==> config.mk <==
export PLATFORM = sky130hd
export DESIGN_NAME = ps2_key_ctrl
export DESIGN_NICKNAME = d
export VERILOG_FILES = /design/src/rtl/ps2_key_pkg.sv /design/src/rtl/ps2_key_ctrl_frame_rx.sv /design/src/rtl/ps2_key_ctrl.sv
export SDC_FILE = /design/constraint.sdc
export NUM_CORES = 1
export LEC_CHECK = 0
export ABC_AREA = 1
export CAP_MARGIN = 20
export CORE_MARGIN = 2
export CORE_UTILIZATION = 55
export DETAILED_ROUTE_END_ITERATION = 6
export PLACE_DENSITY = 0.75
export SYNTH_ARGS = -nofsm -noshare
export SYNTH_HDL_FRONTEND = slang
export SYNTH_HIERARCHICAL = 1
export SYNTH_SLANG_ARGS = --single-unit
==> constraint.sdc <==
create_clock -name clk -period 3.7 [get_ports clk]
set_clock_uncertainty 0.1 [all_clocks]
set_input_delay 1.11 -clock clk [delete_from_list [all_inputs] [get_ports clk]]
set_output_delay 1.11 -clock clk [all_outputs]
set_load 0.02 [all_outputs]
==> src/rtl/ps2_key_pkg.sv <==
`default_nettype none
// ============================================================================
// Module      : ps2_key_pkg
// Description : Scancodes, key indices, frame states and direction bit
//               positions shared by the PS/2 key controller.
// Revision    : 1.0 - initial release
// ============================================================================
package ps2_key_pkg;

    localparam logic [7:0] c_SC_E0    = 8'hE0;
    localparam logic [7:0] c_SC_F0    = 8'hF0;
    localparam logic [7:0] c_SC_W     = 8'h1D;
    localparam logic [7:0] c_SC_S     = 8'h1B;
    localparam logic [7:0] c_SC_A     = 8'h1C;
    localparam logic [7:0] c_SC_D     = 8'h23;
    localparam logic [7:0] c_SC_SPACE = 8'h29;
    localparam logic [7:0] c_SC_UP    = 8'h75;
    localparam logic [7:0] c_SC_DOWN  = 8'h72;
    localparam logic [7:0] c_SC_LEFT  = 8'h6B;
    localparam logic [7:0] c_SC_RIGHT = 8'h74;
    localparam logic [7:0] c_SC_ENTER = 8'h5A;

    localparam int c_NUM_KEYS         = 10;
    localparam int c_KEYS_PER_PLAYER  = 5;
    localparam int c_DIR_UP           = 0;
    localparam int c_DIR_DOWN         = 1;
    localparam int c_DIR_LEFT         = 2;
    localparam int c_DIR_RIGHT        = 3;
    localparam int c_FIRE_BIT         = 4;

    // Per-player key order matches the direction bit positions, fire last.
    typedef enum logic [3:0] {
        K_P1_UP    = 4'd0,
        K_P1_DOWN  = 4'd1,
        K_P1_LEFT  = 4'd2,
        K_P1_RIGHT = 4'd3,
        K_P1_FIRE  = 4'd4,
        K_P2_UP    = 4'd5,
        K_P2_DOWN  = 4'd6,
        K_P2_LEFT  = 4'd7,
        K_P2_RIGHT = 4'd8,
        K_P2_FIRE  = 4'd9
    } key_idx_e;

    typedef enum logic [1:0] {
        S_IDLE   = 2'd0,
        S_DATA   = 2'd1,
        S_PARITY = 2'd2,
        S_STOP   = 2'd3
    } frame_state_e;

    typedef struct packed {
        logic     hit;
        key_idx_e idx;
    } key_hit_t;

    function automatic key_hit_t key_lookup(input logic ext, input logic [7:0] sc);
        key_hit_t r;
        r.hit = 1'b1;
        r.idx = K_P1_UP;
        case ({ext, sc})
            {1'b0, c_SC_W}:     r.idx = K_P1_UP;
            {1'b0, c_SC_S}:     r.idx = K_P1_DOWN;
            {1'b0, c_SC_A}:     r.idx = K_P1_LEFT;
            {1'b0, c_SC_D}:     r.idx = K_P1_RIGHT;
            {1'b0, c_SC_SPACE}: r.idx = K_P1_FIRE;
            {1'b1, c_SC_UP}:    r.idx = K_P2_UP;
            {1'b1, c_SC_DOWN}:  r.idx = K_P2_DOWN;
            {1'b1, c_SC_LEFT}:  r.idx = K_P2_LEFT;
            {1'b1, c_SC_RIGHT}: r.idx = K_P2_RIGHT;
            {1'b0, c_SC_ENTER}: r.idx = K_P2_FIRE;
            default:            r.hit = 1'b0;
        endcase
        return r;
    endfunction

endpackage
`default_nettype wire

==> src/rtl/ps2_key_ctrl_frame_rx.sv <==
`default_nettype none
// ============================================================================
// Module      : ps2_frame_rx
// Description : PS/2 input synchronizer, kclk glitch filter, 11-bit frame
//               receiver with odd-parity check and inactivity timeout.
// Revision    : 1.0 - initial release
// ============================================================================
module ps2_frame_rx
    import ps2_key_pkg::*;
#(
    parameter int FILTER_LEN  = 4,
    parameter int TIMEOUT_CYC = 100000,
    parameter int CNT_W       = 17
) (
    input  logic       clk,
    input  logic       rst,
    input  logic       kclk,
    input  logic       kdata,
    output logic [7:0] code,
    output logic       code_valid,
    output logic       frame_err
);

    localparam int c_FW = $clog2(FILTER_LEN + 1);

    logic             r_kclk_s1, r_kclk_s2, r_kdata_s1, r_kdata_s2;
    logic             r_kclk_f;
    logic [c_FW-1:0]  r_flt_cnt;
    logic             r_strobe, r_bit;
    frame_state_e     r_state;
    logic [7:0]       r_shift;
    logic [2:0]       r_bit_cnt;
    logic [CNT_W-1:0] r_to_cnt;

    // Idle PS/2 lines are high, so reset the conditioning path high to
    // avoid a false falling edge right after reset.
    always_ff @(posedge clk) begin
        if (rst) begin
            r_kclk_s1  <= 1'b1;
            r_kclk_s2  <= 1'b1;
            r_kdata_s1 <= 1'b1;
            r_kdata_s2 <= 1'b1;
            r_kclk_f   <= 1'b1;
            r_flt_cnt  <= '0;
            r_strobe   <= 1'b0;
            r_bit      <= 1'b1;
        end else begin
            r_kclk_s1  <= kclk;
            r_kclk_s2  <= r_kclk_s1;
            r_kdata_s1 <= kdata;
            r_kdata_s2 <= r_kdata_s1;
            r_strobe   <= 1'b0;
            if (r_kclk_s2 == r_kclk_f) begin
                r_flt_cnt <= '0;
            end else if (r_flt_cnt == c_FW'(FILTER_LEN - 1)) begin
                r_kclk_f  <= r_kclk_s2;
                r_flt_cnt <= '0;
                r_strobe  <= ~r_kclk_s2;
                r_bit     <= r_kdata_s2;
            end else begin
                r_flt_cnt <= r_flt_cnt + 1'b1;
            end
        end
    end

    always_ff @(posedge clk) begin
        if (rst) begin
            r_state    <= S_IDLE;
            r_shift    <= '0;
            r_bit_cnt  <= '0;
            r_to_cnt   <= '0;
            code       <= '0;
            code_valid <= 1'b0;
            frame_err  <= 1'b0;
        end else begin
            code_valid <= 1'b0;
            frame_err  <= 1'b0;
            case (r_state)
                S_IDLE: begin
                    if (r_strobe && !r_bit) begin
                        r_state   <= S_DATA;
                        r_bit_cnt <= '0;
                    end
                end
                S_DATA: begin
                    if (r_strobe) begin
                        r_shift   <= {r_bit, r_shift[7:1]};
                        r_bit_cnt <= r_bit_cnt + 1'b1;
                        if (r_bit_cnt == 3'd7) r_state <= S_PARITY;
                    end
                end
                S_PARITY: begin
                    if (r_strobe) begin
                        if (^{r_shift, r_bit}) begin
                            r_state <= S_STOP;
                        end else begin
                            frame_err <= 1'b1;
                            r_state   <= S_IDLE;
                        end
                    end
                end
                S_STOP: begin
                    if (r_strobe) begin
                        if (r_bit) begin
                            code_valid <= 1'b1;
                            code       <= r_shift;
                        end else begin
                            frame_err  <= 1'b1;
                        end
                        r_state <= S_IDLE;
                    end
                end
                default: r_state <= S_IDLE;
            endcase

            // Timeout only fires between strobes, so it never collides with
            // the state updates above.
            if (r_state == S_IDLE || r_strobe) begin
                r_to_cnt <= '0;
            end else if (r_to_cnt == CNT_W'(TIMEOUT_CYC - 1)) begin
                r_to_cnt  <= '0;
                frame_err <= 1'b1;
                r_state   <= S_IDLE;
            end else begin
                r_to_cnt <= r_to_cnt + 1'b1;
            end
        end
    end

endmodule
`default_nettype wire

==> src/rtl/ps2_key_ctrl.sv <==
`default_nettype none
// ============================================================================
// Module      : ps2_key_ctrl
// Description : TankWar PS/2 front end: prefix decode, held-key bitmap and
//               per-player one-hot direction/fire resolution.
//               Option macro FIRE_PULSE_EN: fire outputs pulse on new press.
// Revision    : 1.0 - initial release
// ============================================================================
module ps2_key_ctrl
    import ps2_key_pkg::*;
#(
    parameter int FILTER_LEN  = 4,
    parameter int TIMEOUT_CYC = 100000,
    parameter int CNT_W       = 17
) (
    input  logic       clk,
    input  logic       rst,
    input  logic       kclk,
    input  logic       kdata,
    output logic [3:0] p1_dir,
    output logic       p1_fire,
    output logic [3:0] p2_dir,
    output logic       p2_fire,
    output logic       code_valid,
    output logic [7:0] code,
    output logic       frame_err
);

    logic                  r_ext, r_brk;
    logic [c_NUM_KEYS-1:0] r_held, w_held_nxt;
    key_hit_t              w_lk;
    logic                  w_key_evt, w_press_new;
    logic [3:0]            w_dir_out [2];
    logic                  w_fire_out [2];

    ps2_frame_rx #(
        .FILTER_LEN (FILTER_LEN),
        .TIMEOUT_CYC(TIMEOUT_CYC),
        .CNT_W      (CNT_W)
    ) u_frame_rx (
        .clk       (clk),
        .rst       (rst),
        .kclk      (kclk),
        .kdata     (kdata),
        .code      (code),
        .code_valid(code_valid),
        .frame_err (frame_err)
    );

    always_comb begin
        w_lk        = key_lookup(r_ext, code);
        w_key_evt   = code_valid && (code != c_SC_E0) && (code != c_SC_F0) && w_lk.hit;
        w_press_new = w_key_evt && !r_brk && !r_held[w_lk.idx];
        w_held_nxt  = r_held;
        if (w_key_evt) w_held_nxt[w_lk.idx] = ~r_brk;
    end

    always_ff @(posedge clk) begin
        if (rst) begin
            r_ext  <= 1'b0;
            r_brk  <= 1'b0;
            r_held <= '0;
        end else begin
            r_held <= w_held_nxt;
            if (frame_err) begin
                r_ext <= 1'b0;
                r_brk <= 1'b0;
            end else if (code_valid) begin
                if (code == c_SC_E0) begin
                    r_ext <= 1'b1;
                end else if (code == c_SC_F0) begin
                    r_brk <= 1'b1;
                end else begin
                    r_ext <= 1'b0;
                    r_brk <= 1'b0;
                end
            end
        end
    end

    for (genvar p = 0; p < 2; p++) begin : g_player
        localparam int c_BASE = p * c_KEYS_PER_PLAYER;

        logic [3:0] w_np, w_held_dirs, w_dir_nxt, r_dir;
        logic [1:0] w_last_nxt, r_last;
        logic       w_fire_nxt, r_fire;

        always_comb begin
            for (int k = 0; k < 4; k++) begin
                w_np[k] = w_press_new && (int'(w_lk.idx) == c_BASE + k);
            end
            w_last_nxt = r_last;
            if (w_np[c_DIR_UP])         w_last_nxt = 2'(c_DIR_UP);
            else if (w_np[c_DIR_DOWN])  w_last_nxt = 2'(c_DIR_DOWN);
            else if (w_np[c_DIR_LEFT])  w_last_nxt = 2'(c_DIR_LEFT);
            else if (w_np[c_DIR_RIGHT]) w_last_nxt = 2'(c_DIR_RIGHT);

            // Most recent press wins; otherwise fixed priority up>down>left>right.
            w_held_dirs = w_held_nxt[c_BASE +: 4];
            w_dir_nxt   = 4'b0000;
            if (w_held_dirs[w_last_nxt])         w_dir_nxt = 4'b0001 << w_last_nxt;
            else if (w_held_dirs[c_DIR_UP])      w_dir_nxt = 4'b0001;
            else if (w_held_dirs[c_DIR_DOWN])    w_dir_nxt = 4'b0010;
            else if (w_held_dirs[c_DIR_LEFT])    w_dir_nxt = 4'b0100;
            else if (w_held_dirs[c_DIR_RIGHT])   w_dir_nxt = 4'b1000;

`ifdef FIRE_PULSE_EN
            w_fire_nxt = w_press_new && (int'(w_lk.idx) == c_BASE + c_FIRE_BIT);
`else
            w_fire_nxt = w_held_nxt[c_BASE + c_FIRE_BIT];
`endif
        end

        always_ff @(posedge clk) begin
            if (rst) begin
                r_last <= '0;
                r_dir  <= '0;
                r_fire <= 1'b0;
            end else begin
                r_last <= w_last_nxt;
                r_dir  <= w_dir_nxt;
                r_fire <= w_fire_nxt;
            end
        end

        assign w_dir_out[p]  = r_dir;
        assign w_fire_out[p] = r_fire;
    end

    assign p1_dir  = w_dir_out[0];
    assign p1_fire = w_fire_out[0];
    assign p2_dir  = w_dir_out[1];
    assign p2_fire = w_fire_out[1];

endmodule
`default_nettype wire

==> flow_summary.json <==
{
  "syn_inst": 600,
  "cp.required_ns": 3.84,
  "synth-edff-count": 0,
  "synth.most_common_cell": "nand2_1",
  "cts_tree": "yes",
  "min_to": "u_frame_rx/r_kclk_s2",
  "core_area_sq_mm": 0.00721,
  "die_w_um": 90.1,
  "synth-seq-cells": 74,
  "hold_viol_final": 0,
  "fin_crit_sh_pct": 73.8,
  "ir_drop_mv": 0.272,
  "worst_pin_slew_ns": 0.766,
  "arrival_ns": 2.87,
  "status": "completed",
  "cts.sinks": 74,
  "vias": 3770,
  "hp-start": "u_frame_rx/r_kclk_s1",
  "rsz0062_at_grt": "false",
  "detail_route.first_pass.iterations": 4,
  "yosysSeqAreaShare_pct": 36.4,
  "synthSimpleGateAreaFrac_pct": 42.5,
  "synth_top_area_share_pct": 36.4,
  "max_slew_margin_pct": 48.7,
  "power_w": 0.00157,
  "hold_buffers": 0,
  "drc": 0,
  "critPathMaxFanout": 7,
  "antenna_cells": 0,
  "cellLeakagePower_nw": 2.00,
  "grt_pass1_wl_mm": 15.4,
  "h-tree-depth": 3,
  "seq_area_sq_mm": 0.00148,
  "clk_latency_ns": 0.34,
  "power_density_mw_per_mm2": 339,
  "ys_top_cells_by_count": "136 x nand2_1, 90 x nor2_1, 74 x dfxtp_1",
  "r2r_slack_ns": 0.97,
  "cts_resized": 0,
  "synth_cell_types": 45,
  "multi_input_area_sq_mm": 0.00224,
  "viasPerCell": 5.16,
  "boundaryPins": 24,
  "cts_buffers": 9,
  "initial_utilization_pct": 56.5,
  "wire_per_inst_um": 11.8,
  "synthMuxAreaShare_pct": 0.491,
  "hold_slack_ns": 0.318,
  "maxSlewViolCount": 0,
  "cts-root-buf": "clkbuf_8",
  "worst_setup_path_end_kind": "flip-flop",
  "utilization_pct": 64.3,
  "min_path_type": "flip-flop to flip-flop",
  "drt_wl_total_mm": 8.62,
  "ant_nets": 0,
  "r2r-end": "p2_dir[0]",
  "async_flop_share_pct": 0,
  "io_buffer_count": 23,
  "setup_tns_ns": 0,
  "gp_congestion": 0.926,
  "fin_crit_ns": 2.73,
  "startpoint_type": "flip-flop",
  "drive_gt1_share_pct": 14.6,
  "num_rows": 31,
  "worstRegToRegCells": 20,
  "fmaxAchievable_ghz": 0.366,
  "ys.flop_type": "dfxtp_1",
  "synth-warning-count": 6,
  "dpl.hpwl_mm": 6.41,
  "die_area_sq_mm": 0.00811,
  "yosys.area.top_type": "dfxtp_1",
  "syn_nets": 609,
  "place_area_sq_mm": 0.00440,
  "grt_max_degree": 28,
  "final_area_sq_mm": 0.00464,
  "drtIter0Drc": 174,
  "synth_compound_area_share_pct": 7.95,
  "min_path_cells": 1,
  "clk_pin_slew_ns": 0.08,
  "path_class": "flip-flop to flip-flop",
  "synthTopCellsByArea": "dfxtp_1 36%, nand2_1 13%, nor2_1 8.3%",
  "finalSetupViolCount": 0,
  "antenna_found_initial": 0,
  "yosys.area_share.adder_pct": 1.54,
  "synth_top_family_by_area": "simple AND/OR/NAND/NOR gates",
  "r2r-start": "u_frame_rx/code[4]",
  "syn_avg_cell_area_sq_um": 6.79,
  "cts_setup_buffers": 0,
  "nets": 637,
  "grt_pass1_vias": 3622,
  "layout-area-overhead-vs-synth_pct": 13.9,
  "fillers": 698,
  "grt_overflow": 0,
  "fp.dieH_um": 90.1,
  "cts_max_path_buffers": 2,
  "grt_use_total_pct": 22.5,
  "synth_xor_area_share_pct": 2.58,
  "syn_area_sq_mm": 0.00407,
  "cap_violations": 0
}
-- critical path, stage by stage, from the launching register on --
cell,delay [ns]
dfxtp_1,0.40
nand2_1,0.12
nor2_2,0.20
nand3_2,0.21
nand2_2,0.10
nor2_1,0.05
nand3_2,0.07
nand2_2,0.08
nor2_4,0.09
nand2_2,0.06
nor2_4,0.13
nand3_2,0.11
or2_4,0.28
nand2_4,0.12
nand2_4,0.08
nand2_1,0.06
nand2_1,0.05
nand2_1,0.10
nand3_1,0.09
nand2_1,0.07
nor2_1,0.05
-- worst max-delay path by stage --
stage	slack, ns	end	from
detailed placement	1.01	p2_dir[3]	u_frame_rx/code[1]
global route	0.60	p1_dir[0]	u_frame_rx/code[4]
CTS	0.99	p2_dir[0]	u_frame_rx/code[4]
finish	0.97	p2_dir[0]	u_frame_rx/code[4]
global placement	0.96	p1_dir[3]	u_frame_rx/code[1]
floorplan	1.16	p2_dir[0]	u_frame_rx/code[0]
-- registers in the layout, indices dropped and copies added, names as in the netlist --
| signal | count |
|---|---|
| g_player.r_last | 4 |
| p1_dir | 4 |
| p2_dir | 4 |
| r_brk | 1 |
| r_ext | 1 |
| r_held | 10 |
| u_frame_rx/code | 8 |
| u_frame_rx/code_valid | 1 |
| u_frame_rx/frame_err | 1 |
| u_frame_rx/r_bit | 1 |
| u_frame_rx/r_bit_cnt | 3 |
| u_frame_rx/r_flt_cnt | 3 |
| u_frame_rx/r_kclk_f | 1 |
| u_frame_rx/r_kclk_s1 | 1 |
| u_frame_rx/r_kclk_s2 | 1 |
| u_frame_rx/r_kdata_s1 | 1 |
| u_frame_rx/r_kdata_s2 | 1 |
| u_frame_rx/r_shift | 8 |
| u_frame_rx/r_state | 2 |
| u_frame_rx/r_strobe | 1 |
| u_frame_rx/r_to_cnt | 17 |
-- stage by stage --
step / setup WS, ns / std cells
after global routing: 0.597 / 731
final: 0.969 / 731
after CTS: 0.990 / 731
after floorplan: 1.16 / 600
after detailed placement: 1.01 / 716
after global placement: 0.963 / 716
-- routing by layer --
layer / track usage, % / vias up / wire length [um] / share of wire [%]
met5: 0 / - / 0 / 0
li1: - / 1973 / - / -
met3: 4.11 / 13 / 323 / 3.7
met4: 5.77 / 0 / 127 / 1.5
met2: 41.2 / 76 / 4230 / 49
met1: 27.1 / 1708 / 3940 / 46
-- area by class of cell --
type / instances / area share, %
Timing Repair Buffer: 25 / 5.29
Clock inverter: 6 / 2.45
Multi-Input combinational cell: 436 / 48.3
Sequential cell: 74 / 31.9
Clock buffer: 9 / 2.67
Tap cell: 99 / 2.67
Inverter: 82 / 6.64
-- cells in the final DEF, fill, tap and decap left out, types with 4 or more instances in the layout --
cell / n
dfxtp_1: 74
nand2_2: 21
nor2_1: 90
inv_1: 63
o21ai_0: 20
clkbuf_8: 9
ha_1: 5
xnor2_1: 4
xor2_1: 8
nor2_4: 5
nand2_1: 136
or2_2: 4
nand3_1: 40
inv_2: 16
clkdlybuf4s50_1: 23
nor3_1: 7
nand3_2: 6
a21oi_1: 29
nand4_1: 18
nor2_2: 10
-- logic make-up after synthesis --
| family | after synthesis |
|---|---|
| fa+ha+maj | 5 |
| simple gates | 357 |
| buf+inv | 90 |
| compound gates | 60 |
| mux | 2 |
| xor+xnor | 12 |
| flops | 74 |
-- power breakdown --
| group | switching [W] | total (W) | internal, W |
|---|---|---|---|
| sequential | 0.000000964 | 0.000799 | 0.000798 |
| combinational | 0.0000133 | 0.0000215 | 0.00000823 |
| clock | 0.000304 | 0.000751 | 0.000446 |
No activity file was read; power rests on OpenSTA's default activity.
